===== src/rtl/usb_pkg.sv =====
`default_nettype none
// usb_pkg: shared USB host packet type, PID/address constants and scheduler state encoding.
package usb_pkg;

   localparam logic [3:0] PID_OUT  = 4'b0001;
   localparam logic [3:0] PID_IN   = 4'b1001;
   localparam logic [3:0] PID_DATA = 4'b0011;
   localparam logic [3:0] PID_ACK  = 4'b0010;
   localparam logic [3:0] PID_NAK  = 4'b1010;

   localparam logic [6:0] DEV_ADDR = 7'd5;
   localparam logic [3:0] DEV_ENDP = 4'd4;

   typedef struct packed {
      logic [3:0]  pid;
      logic [6:0]  addr;
      logic [3:0]  endp;
      logic [63:0] data;
   } pkt_t;

   typedef enum logic [1:0] {
      S_IDLE     = 2'd0,
      S_LAUNCH   = 2'd1,
      S_WAIT     = 2'd2,
      S_COMPLETE = 2'd3
   } sched_state_t;

endpackage
`default_nettype wire


===== src/rtl/rr_arbiter.sv =====
`default_nettype none
// rr_arbiter: combinational round-robin pick; the search starts at ptr and wraps modulo NUM_REQ.
module rr_arbiter #(
   parameter int NUM_REQ = 4
) (
   input  logic [NUM_REQ-1:0]         req,
   input  logic [$clog2(NUM_REQ)-1:0] ptr,
   output logic [NUM_REQ-1:0]         grant,
   output logic [$clog2(NUM_REQ)-1:0] idx
);

   localparam int IW = $clog2(NUM_REQ);

   // One extra bit so ptr+k never overflows before the modulo fold.
   logic [IW:0]   sum;
   logic [IW-1:0] cand;
   logic          found;

   always_comb begin
      grant = '0;
      idx   = '0;
      found = 1'b0;
      sum   = '0;
      cand  = '0;
      for (int k = 0; k < NUM_REQ; k++) begin
         sum = {1'b0, ptr} + (IW+1)'(k);
         if (sum >= (IW+1)'(NUM_REQ)) begin
            sum = sum - (IW+1)'(NUM_REQ);
         end
         cand = sum[IW-1:0];
         if (!found && req[cand]) begin
            found       = 1'b1;
            grant[cand] = 1'b1;
            idx         = cand;
         end
      end
   end

endmodule
`default_nettype wire


===== src/rtl/usb_trans_sched.sv =====
`default_nettype none
// usb_trans_sched: round-robin IN/OUT transaction scheduler in front of the protocol FSM.
// Relaunch-on-failure is built only when USB_SCHED_RETRY_EN is defined.
module usb_trans_sched
   import usb_pkg::*;
#(
   parameter int NUM_REQ   = 4,
   parameter int MAX_RETRY = 2
) (
   input  logic                  clk,
   input  logic                  rst_b,
   input  logic [NUM_REQ-1:0]    req,
   input  logic [NUM_REQ-1:0]    req_dir,
   input  logic [64*NUM_REQ-1:0] req_data,
   output logic [NUM_REQ-1:0]    done,
   output logic                  fail,
   output logic [63:0]           rd_data,
   output logic                  busy,
   output logic                  in_trans,
   output logic                  out_trans,
   output logic [63:0]           data_from_host,
   input  logic                  success,
   input  logic                  failure,
   input  logic [63:0]           data_to_host
);

   localparam int IW = $clog2(NUM_REQ);

   sched_state_t       state, state_nx;
   logic [IW-1:0]      ptr, ptr_nx;
   logic [IW-1:0]      idx, idx_nx;
   logic               dir, dir_nx;
   logic [63:0]        dfh_nx, rd_nx;
   logic [NUM_REQ-1:0] done_nx;
   logic               fail_nx, busy_nx, in_nx, out_nx;
   logic [NUM_REQ-1:0] grant;
   logic [IW-1:0]      grant_idx;
   logic               relaunch;

   rr_arbiter #(
      .NUM_REQ (NUM_REQ)
   ) u_arb (
      .req   (req),
      .ptr   (ptr),
      .grant (grant),
      .idx   (grant_idx)
   );

`ifdef USB_SCHED_RETRY_EN
   localparam int             RW        = (MAX_RETRY > 0) ? $clog2(MAX_RETRY + 1) : 1;
   localparam logic [RW-1:0]  RETRY_LIM = RW'(MAX_RETRY);

   logic [RW-1:0] retry_cnt, retry_nx;

   always_ff @(posedge clk or negedge rst_b) begin
      if (!rst_b) begin
         retry_cnt <= '0;
      end else begin
         retry_cnt <= retry_nx;
      end
   end

   always_comb begin
      relaunch = (retry_cnt < RETRY_LIM);
      retry_nx = retry_cnt;
      if (state == S_WAIT && !success && failure && relaunch) begin
         retry_nx = retry_cnt + RW'(1);
      end else if (state == S_COMPLETE) begin
         retry_nx = '0;
      end
   end
`else
   logic unused_max_retry;
   assign unused_max_retry = ^MAX_RETRY;
   assign relaunch         = 1'b0;
`endif

   always_comb begin
      state_nx = state;
      ptr_nx   = ptr;
      idx_nx   = idx;
      dir_nx   = dir;
      dfh_nx   = data_from_host;
      rd_nx    = rd_data;
      fail_nx  = 1'b0;
      case (state)
         S_IDLE: begin
            if (|grant) begin
               idx_nx   = grant_idx;
               dir_nx   = req_dir[grant_idx];
               dfh_nx   = req_data[{grant_idx, 6'd0} +: 64];
               state_nx = S_LAUNCH;
            end
         end
         S_LAUNCH: begin
            state_nx = S_WAIT;
         end
         S_WAIT: begin
            // success has priority when both completions arrive together
            if (success) begin
               state_nx = S_COMPLETE;
               if (dir) begin
                  rd_nx = data_to_host;
               end
            end else if (failure) begin
               if (relaunch) begin
                  state_nx = S_LAUNCH;
               end else begin
                  state_nx = S_COMPLETE;
                  fail_nx  = 1'b1;
               end
            end
         end
         S_COMPLETE: begin
            ptr_nx   = (idx == IW'(NUM_REQ - 1)) ? '0 : idx + IW'(1);
            state_nx = S_IDLE;
         end
         default: begin
            state_nx = S_IDLE;
         end
      endcase

      // Outputs are registered, so they are decoded from the state being entered.
      busy_nx = (state_nx != S_IDLE);
      in_nx   = (state_nx == S_LAUNCH) && dir_nx;
      out_nx  = (state_nx == S_LAUNCH) && !dir_nx;
      done_nx = (state_nx == S_COMPLETE) ? (NUM_REQ'(1) << idx_nx) : '0;
   end

   always_ff @(posedge clk or negedge rst_b) begin
      if (!rst_b) begin
         state          <= S_IDLE;
         ptr            <= '0;
         idx            <= '0;
         dir            <= 1'b0;
         data_from_host <= '0;
         rd_data        <= '0;
         done           <= '0;
         fail           <= 1'b0;
         busy           <= 1'b0;
         in_trans       <= 1'b0;
         out_trans      <= 1'b0;
      end else begin
         state          <= state_nx;
         ptr            <= ptr_nx;
         idx            <= idx_nx;
         dir            <= dir_nx;
         data_from_host <= dfh_nx;
         rd_data        <= rd_nx;
         done           <= done_nx;
         fail           <= fail_nx;
         busy           <= busy_nx;
         in_trans       <= in_nx;
         out_trans      <= out_nx;
      end
   end

endmodule
`default_nettype wire


===== config.mk =====
export PLATFORM = sky130hd
export DESIGN_NAME = usb_trans_sched
export DESIGN_NICKNAME = d
export VERILOG_FILES = /design/src/rtl/usb_pkg.sv /design/src/rtl/rr_arbiter.sv /design/src/rtl/usb_trans_sched.sv
export SDC_FILE = /design/constraint.sdc
export NUM_CORES = 1
export LEC_CHECK = 0
export CORE_AREA = 2 2 180 182
export DETAILED_ROUTE_END_ITERATION = 8
export DIE_AREA = 0 0 182 184
export HOLD_SLACK_MARGIN = 0.15
export SYNTH_ARGS = -nofsm -noshare
export SYNTH_HDL_FRONTEND = slang
export SYNTH_HIERARCHICAL = 1
export SYNTH_SLANG_ARGS = --single-unit

===== constraint.sdc =====
create_clock -name clk -period 5.4 [get_ports clk]
set_input_delay 1.08 -clock clk [delete_from_list [all_inputs] [get_ports clk]]
set_output_delay 1.08 -clock clk [all_outputs]
set_load 0.01 [all_outputs]

==> results.tsv, run 1 <==
stage	metric	value	unit
status	outcome	finished, final reports clean	
critical_path	CP startpoint kind	input pin	
synth	Post-Syn Instances	443	
synth	Synthesized Nets	785	
run	maxcap violations	0	
power	Leak Pwr	5.11	nW
clocking	clock-pin transition on the worst setup and hold timing paths	0.07	ns
final_layout	area grow syn2layout	77.5	%
sta	Setup Skew	0.0138	ns
global_routing	global-route wire length before repair	40.6	mm
synth	post-synthesis cell type count	35	
die	die height	184	um
clocking	CTS Root Cell	clkbuf_16	
sta	maximum clock rate	0.248	GHz
clocking	Max clock buf depth	2	
synth	flops & latches, synth	143	
sta	Fin Hold WS	0.501	ns
clocking	hold buffer count at cts	0	
power	Total Power	8.09	mW
route	DR DRC count	0	
power	Power Density	618	nW/um^2
route	drt initial violations	201	
clocking	cts bufs inserted	17	
die	num rows	65	
route	via-per-instance ratio	4.46	
placement	DP Wirelength	21.9	mm
sta	unrepaired setup endpoints after global routing	no	
die	Die ar.	33500	um^2
die	total I/O pin count	468	
critical_path	Crit. End Element	register	
clocking	# resized after CTS	0	
placement	placed inst area	12500	um^2
sta	Tcrit/Tclk final	74.6	%
global_routing	GRT Util Overall	16.3	%
route	Pre-Repair DR Iteration Count	4	
final_layout	fillers	2958	
sta	Tightest Pin Transition	0.953	ns
sta	final-report max-slew violation count	0	
sta	TNS Setup	0	ns
critical_path	worst-path fanout max	44	
global_routing	pin count of the biggest net entering global routing	79	
synth	Mapped Area	7370	um^2
synth	Seq/Total Area, Yosys	48.6	%
placement	DP Cell Count	1292	
clocking	Worst-Skew Late Latency	0.42	ns
placement	gp weighted congestion	0.754	
sta	Setup Viol. Count Final	0	
route	DR WL/cell	21.1	um
clocking	H-Tree Depth	4	
clocking	setup bufs post-CTS	0	
route	routed wire length	28.0	mm
final_layout	share of layout cells above drive strength 1	27.0	%
placement	port bufs	467	
die	Initial Utilization	23.5	%
clocking	Sink Count	143	
global_routing	antenna violations before repair	1	
die	die width	182	um
sta	final hold violations	0	
global_routing	vias in the first global route	6448	
final_layout	nets@finish	1251	
synth	YS warnings	6	
global_routing	global route total overflow	0	
final_layout	post-route cell area	13100	um^2
clocking	CTS tree	yes	
sta	min Tclk post-route	4.03	ns
critical_path	data required time of the worst path	5.70	ns
synth	syn_area_per_cell	16.6	um^2
die	Core Region	31400	um^2
critical_path	CP arrival	4.33	ns
sta	Slew headroom	36.4	%
final_layout	final std cells w/o fill	1324	
power	worst vdd ir	0.386	mV
route	Routed Antenna Nets	0	
hold_path	Hold/Removal Path Class	register to register	
critical_path	Crit Path Class	input pin to register	
route	DR vias	5904	
[cell usage after synthesis]
library cell / number / share of area [%]
o41ai_4: 1 / 0.37
buf_1: 4 / 0.20
nor2b_1: 4 / 0.34
buf_6: 8 / 1.2
nand3_1: 2 / 0.14
inv_1: 8 / 0.41
clkbuf_1: 1 / 0.051
nor2b_4: 1 / 0.19
nor3_1: 6 / 0.41
a221oi_2: 1 / 0.20
mux2_1: 1 / 0.15
a221oi_1: 4 / 0.48
o2111ai_1: 1 / 0.12
a211oi_1: 1 / 0.10
nand2b_4: 1 / 0.19
nor3_4: 1 / 0.22
buf_4: 4 / 0.41
mux2_2: 131 / 20
or4_1: 2 / 0.20
or2_2: 1 / 0.085
nand2_1: 5 / 0.25
nor2_1: 4 / 0.20
o21ai_1: 1 / 0.068
ha_1: 10 / 1.7
mux2i_1: 3 / 0.41
o31ai_1: 1 / 0.10
mux4_2: 69 / 21
nor3b_1: 1 / 0.10
and3b_1: 1 / 0.12
o211ai_1: 2 / 0.20
dfrtp_1: 143 / 49
nand3b_1: 1 / 0.10
buf_2: 12 / 0.82
o2bb2ai_1: 5 / 0.59
nand2b_1: 2 / 0.17
[cell usage in the layout (no fill, tap or decap), drive strengths merged]
| master | instances |
|---|---|
| mux4 | 69 |
| bufinv | 2 |
| nand3 | 2 |
| o31ai | 1 |
| clkdlybuf4s50 | 466 |
| o211ai | 2 |
| mux2 | 132 |
| clkinv | 2 |
| nor2 | 4 |
| o2111ai | 1 |
| o2bb2ai | 5 |
| mux2i | 3 |
| o41ai | 1 |
| nand3b | 1 |
| dfrtp | 143 |
| a211oi | 1 |
| nor2b | 5 |
| buf | 10 |
| nand2b | 3 |
| nor3 | 7 |
| clkinvlp | 6 |
| o21ai | 1 |
| diode | 1 |
| ha | 10 |
| clkbuf | 19 |
| or2 | 1 |
| or4 | 2 |
| inv | 10 |
| nand2 | 5 |
| and3b | 1 |
| nor3b | 1 |
| a221oi | 5 |
[critical path, cell delays in order]
cell             delay (ns)
clkdlybuf4s50_1        0.53
mux4_2                 0.64
nor2b_4                0.23
a221oi_2               0.10
o2bb2ai_4              0.72
buf_12                 0.33
mux4_2                 0.36
mux2_2                 0.27
[power by group]
| part | leakage (nW) | switching, mW | internal, mW |
|---|---|---|---|
| Sequential | 1.71 | 0.306 | 1.64 |
| Clock | 0.264 | 0.490 | 0.693 |
| Combinational | 3.14 | 2.01 | 2.95 |
| Total | 5.11 | 2.80 | 5.28 |
[flip-flops by register name, summed over array words and instances (netlist names)]
signal / cells
state: 2
busy: 1
rd_data: 64
dir: 1
in_trans: 1
done: 4
ptr: 2
idx: 2
fail: 1
data_from_host: 64
out_trans: 1
[worst paths after layout]
kind | start | to | slack [ns] | cells past startpoint
worst max-delay path | req[3] | data_from_host[36] | 1.37 | 8
worst min-delay path | data_from_host[51] | data_from_host[51] | 0.50 | 1
worst max register to register | ptr[0] | data_from_host[36] | 1.43 | 9
worst min register to register | data_from_host[51] | data_from_host[51] | 0.50 | 1
max in group asynchronous | rst_b | data_from_host[28] | 3.47 | 2
min in group asynchronous | rst_b | rd_data[33] | 0.67 | 1
[final cells by class]
class                      instances  area (um^2)  area share (%)
multi-input combinational        263         3610            27.6
timing repair buffer             476         4780            36.6
inverter                           8         30.0           0.230
antenna                            1         2.50          0.0191
clock buffer                      19          443            3.39
tap                              402          503            3.85
sequential                       143         3580            27.4
clock inverter                    12          136            1.04
[stage by stage]
| step | setup slack (ns) | utilization (%) |
|---|---|---|
| after floorplan | 1.92 | - |
| after global placement | 0.918 | 39.8 |
| after detailed placement | 0.875 | 39.8 |
| after CTS | 1.33 | 41.7 |
| after global routing | 1.06 | 41.7 |
| final | 1.37 | 41.7 |
[kinds of logic after synthesis]
family | share of synthesized area, %
muxes | 41.7
DFF | 48.6
and+or+nand+nor | 2.72
buffers and inverters | 3.11
AOI/OAI and AO/OA | 2.24
adders and majority gates | 1.70
[per-layer routing]
metal	wire, um	up-vias	track usage, %
met1	11000	2942	19.2
met2	14300	298	28.8
met3	2490	11	5.80
li1	-	2653	-
met5	0	-	0
met4	262	0	3.55
Note: power is estimated with default switching activity, not from simulation.
==> run 2: changes to the inputs <==
clock period = 3.4 ns   (was 5.4 ns; I/O delays follow)
==> run 2 against run 1 <==
Clock power increased by 62%. Critical path type unchanged. Clock skew is 0.0023 ns higher. Utilization increased by 2.7 points. Largest power group unchanged.
==> results.tsv, run 2 (same netlist as run 1, synthesis figures left out) <==
stage	metric	value	unit
global_routing	antenna violations before repair	2	
final_layout	area grow syn2layout	88.8	%
die	total I/O pin count	468	
sta	unrepaired setup endpoints after global routing	no	
route	Routed Antenna Nets	0	
die	die height	184	um
critical_path	worst-path fanout max	6	
run	maxcap violations	0	
route	DR DRC count	0	
global_routing	GRT Util Overall	17.1	%
route	uppermost layer routed	met4	
global_routing	global route total overflow	0	
sta	final-report max-slew violation count	0	
sta	min Tclk post-route	3.33	ns
route	routed wire length	29.9	mm
sta	Slew headroom	49.9	%
critical_path	Worst R2R Path Depth	14	
global_routing	pin count of the biggest net entering global routing	76	
power	worst vdd ir	0.449	mV
placement	port bufs	467	
power	Leak Pwr	5.56	nW
sta	Tcrit/Tclk final	97.8	%
route	DR vias	6216	
die	Initial Utilization	23.5	%
route	via-per-instance ratio	4.48	
clocking	H-Tree Depth	4	
clocking	cts bufs inserted	17	
global_routing	vias in the first global route	6792	
sta	maximum clock rate	0.301	GHz
critical_path	CP startpoint kind	input pin	
die	die width	182	um
final_layout	most common cell after layout, fill and taps aside	clkdlybuf4s50_1	
final_layout	share of layout cells above drive strength 1	33.1	%
clocking	Max clock buf depth	2	
clocking	CTS Root Cell	clkbuf_16	
power	Power Density	1050	nW/um^2
critical_path	data required time of the worst path	3.73	ns
route	Pre-Repair DR Iteration Count	4	
sta	Tightest Pin Transition	0.752	ns
placement	gp weighted congestion	0.798	
critical_path	CP arrival	3.66	ns
die	Die ar.	33500	um^2
placement	DP Wirelength	23.4	mm
clocking	hold buffer count at cts	0	
sta	Setup Skew	0.0161	ns
final_layout	Top Registers	data_from_host: 64 flops, rd_data: 64 flops, done: 4 flops	
route	met2 wire length	15.4	mm
final_layout	nets@finish	1312	
route	DR WL/cell	21.6	um
clocking	CTS tree	yes	
status	outcome	finished, final reports clean	
sta	final hold violations	0	
final_layout	final std cells w/o fill	1387	
route	WL met3	2.38	mm
clocking	clock-pin transition on the worst setup and hold timing paths	0.06	ns
clocking	Worst-Skew Late Latency	0.42	ns
route	met1 WL	11.9	mm
critical_path	Crit. End Element	register	
clocking	Sink Count	143	
final_layout	most frequent cells in the layout	464 x clkdlybuf4s50_1, 142 x dfrtp_1, 131 x mux2_2	
sta	Setup Viol. Count Final	0	
global_routing	global-route wire length before repair	42.2	mm
placement	DP Cell Count	1337	
route	drt initial violations	211	
hold_path	Hold/Removal Path Class	input pin to async pin	
critical_path	Crit Path Class	input pin to register	
die	num rows	65	
final_layout	Final Core Density	44.3	%
die	Core Region	31400	um^2
[run 2: report_power, final]
group | internal [mW] | switching (mW)
logic | 5.93 | 3.70
clock network | 1.12 | 0.788
registers | 2.61 | 0.483
[run 2: routing by layer]
metal | vias up | global-route usage (%)
met5 | - | 0
met4 | 0 | 5.10
met3 | 12 | 5.25
met2 | 292 | 29.9
met1 | 3121 | 20.3
li1 | 2791 | -
[run 2: critical path: stages]
cell	delay, ns
clkdlybuf4s50_1	0.45
buf_4	0.17
mux4_2	0.49
buf_4	0.20
a221oi_2	0.31
o2bb2ai_2	0.13
o41ai_4	0.39
buf_6	0.18
buf_12	0.14
mux2i_4	0.22
inv_1	0.10
nor3_1	0.20
[run 2: worst paths after layout]
| kind | from | end | slack (ns) |
|---|---|---|---|
| worst min register to register | rd_data[34] | rd_data[34] | 0.50 |
| max in group asynchronous | rst_b | data_from_host[43] | 2.38 |
| worst max register to register | ptr[0] | done[0] | 0.19 |
| worst max-delay path | req[0] | done[0] | 0.07 |
| min in group clk | rd_data[34] | rd_data[34] | 0.50 |
| worst min-delay path | rst_b | rd_data[33] | 0.27 |
[run 2: cell type report]
class,count,area [um^2]
clock inverter,12,135
multi-input combinational,263,3710
clock buffer,20,457
fill,2853,17500
inverter,8,30.0
antenna,2,5.00
tap,402,503
sequential,143,3580
timing repair buffer,537,5500
[run 2: what timing repair did]
action / 4_1_cts / 5_1_grt
buffers inserted: 2 / 8
gates resized for setup: 0 / 24
endpoints found under the setup margin: 67 / 63
pin swaps: 3 / 4
gates cloned: 1 / 5
[run 2: through the flow]
stage	power, mW	hold slack (ns)	instance area [um^2]	worst slack (ns)	setup TNS [ns]
floorplan	7.99	0.384	7370	0.243	0
global placement	11.9	0.485	12900	-0.533	-35.57
detailed placement	12.0	0.491	12900	-0.537	-36.40
CTS	14.1	0.297	13600	0.00394	0
global route	15.5	0.327	13900	0.00196	0
finish	14.6	0.272	13900	0.0741	0
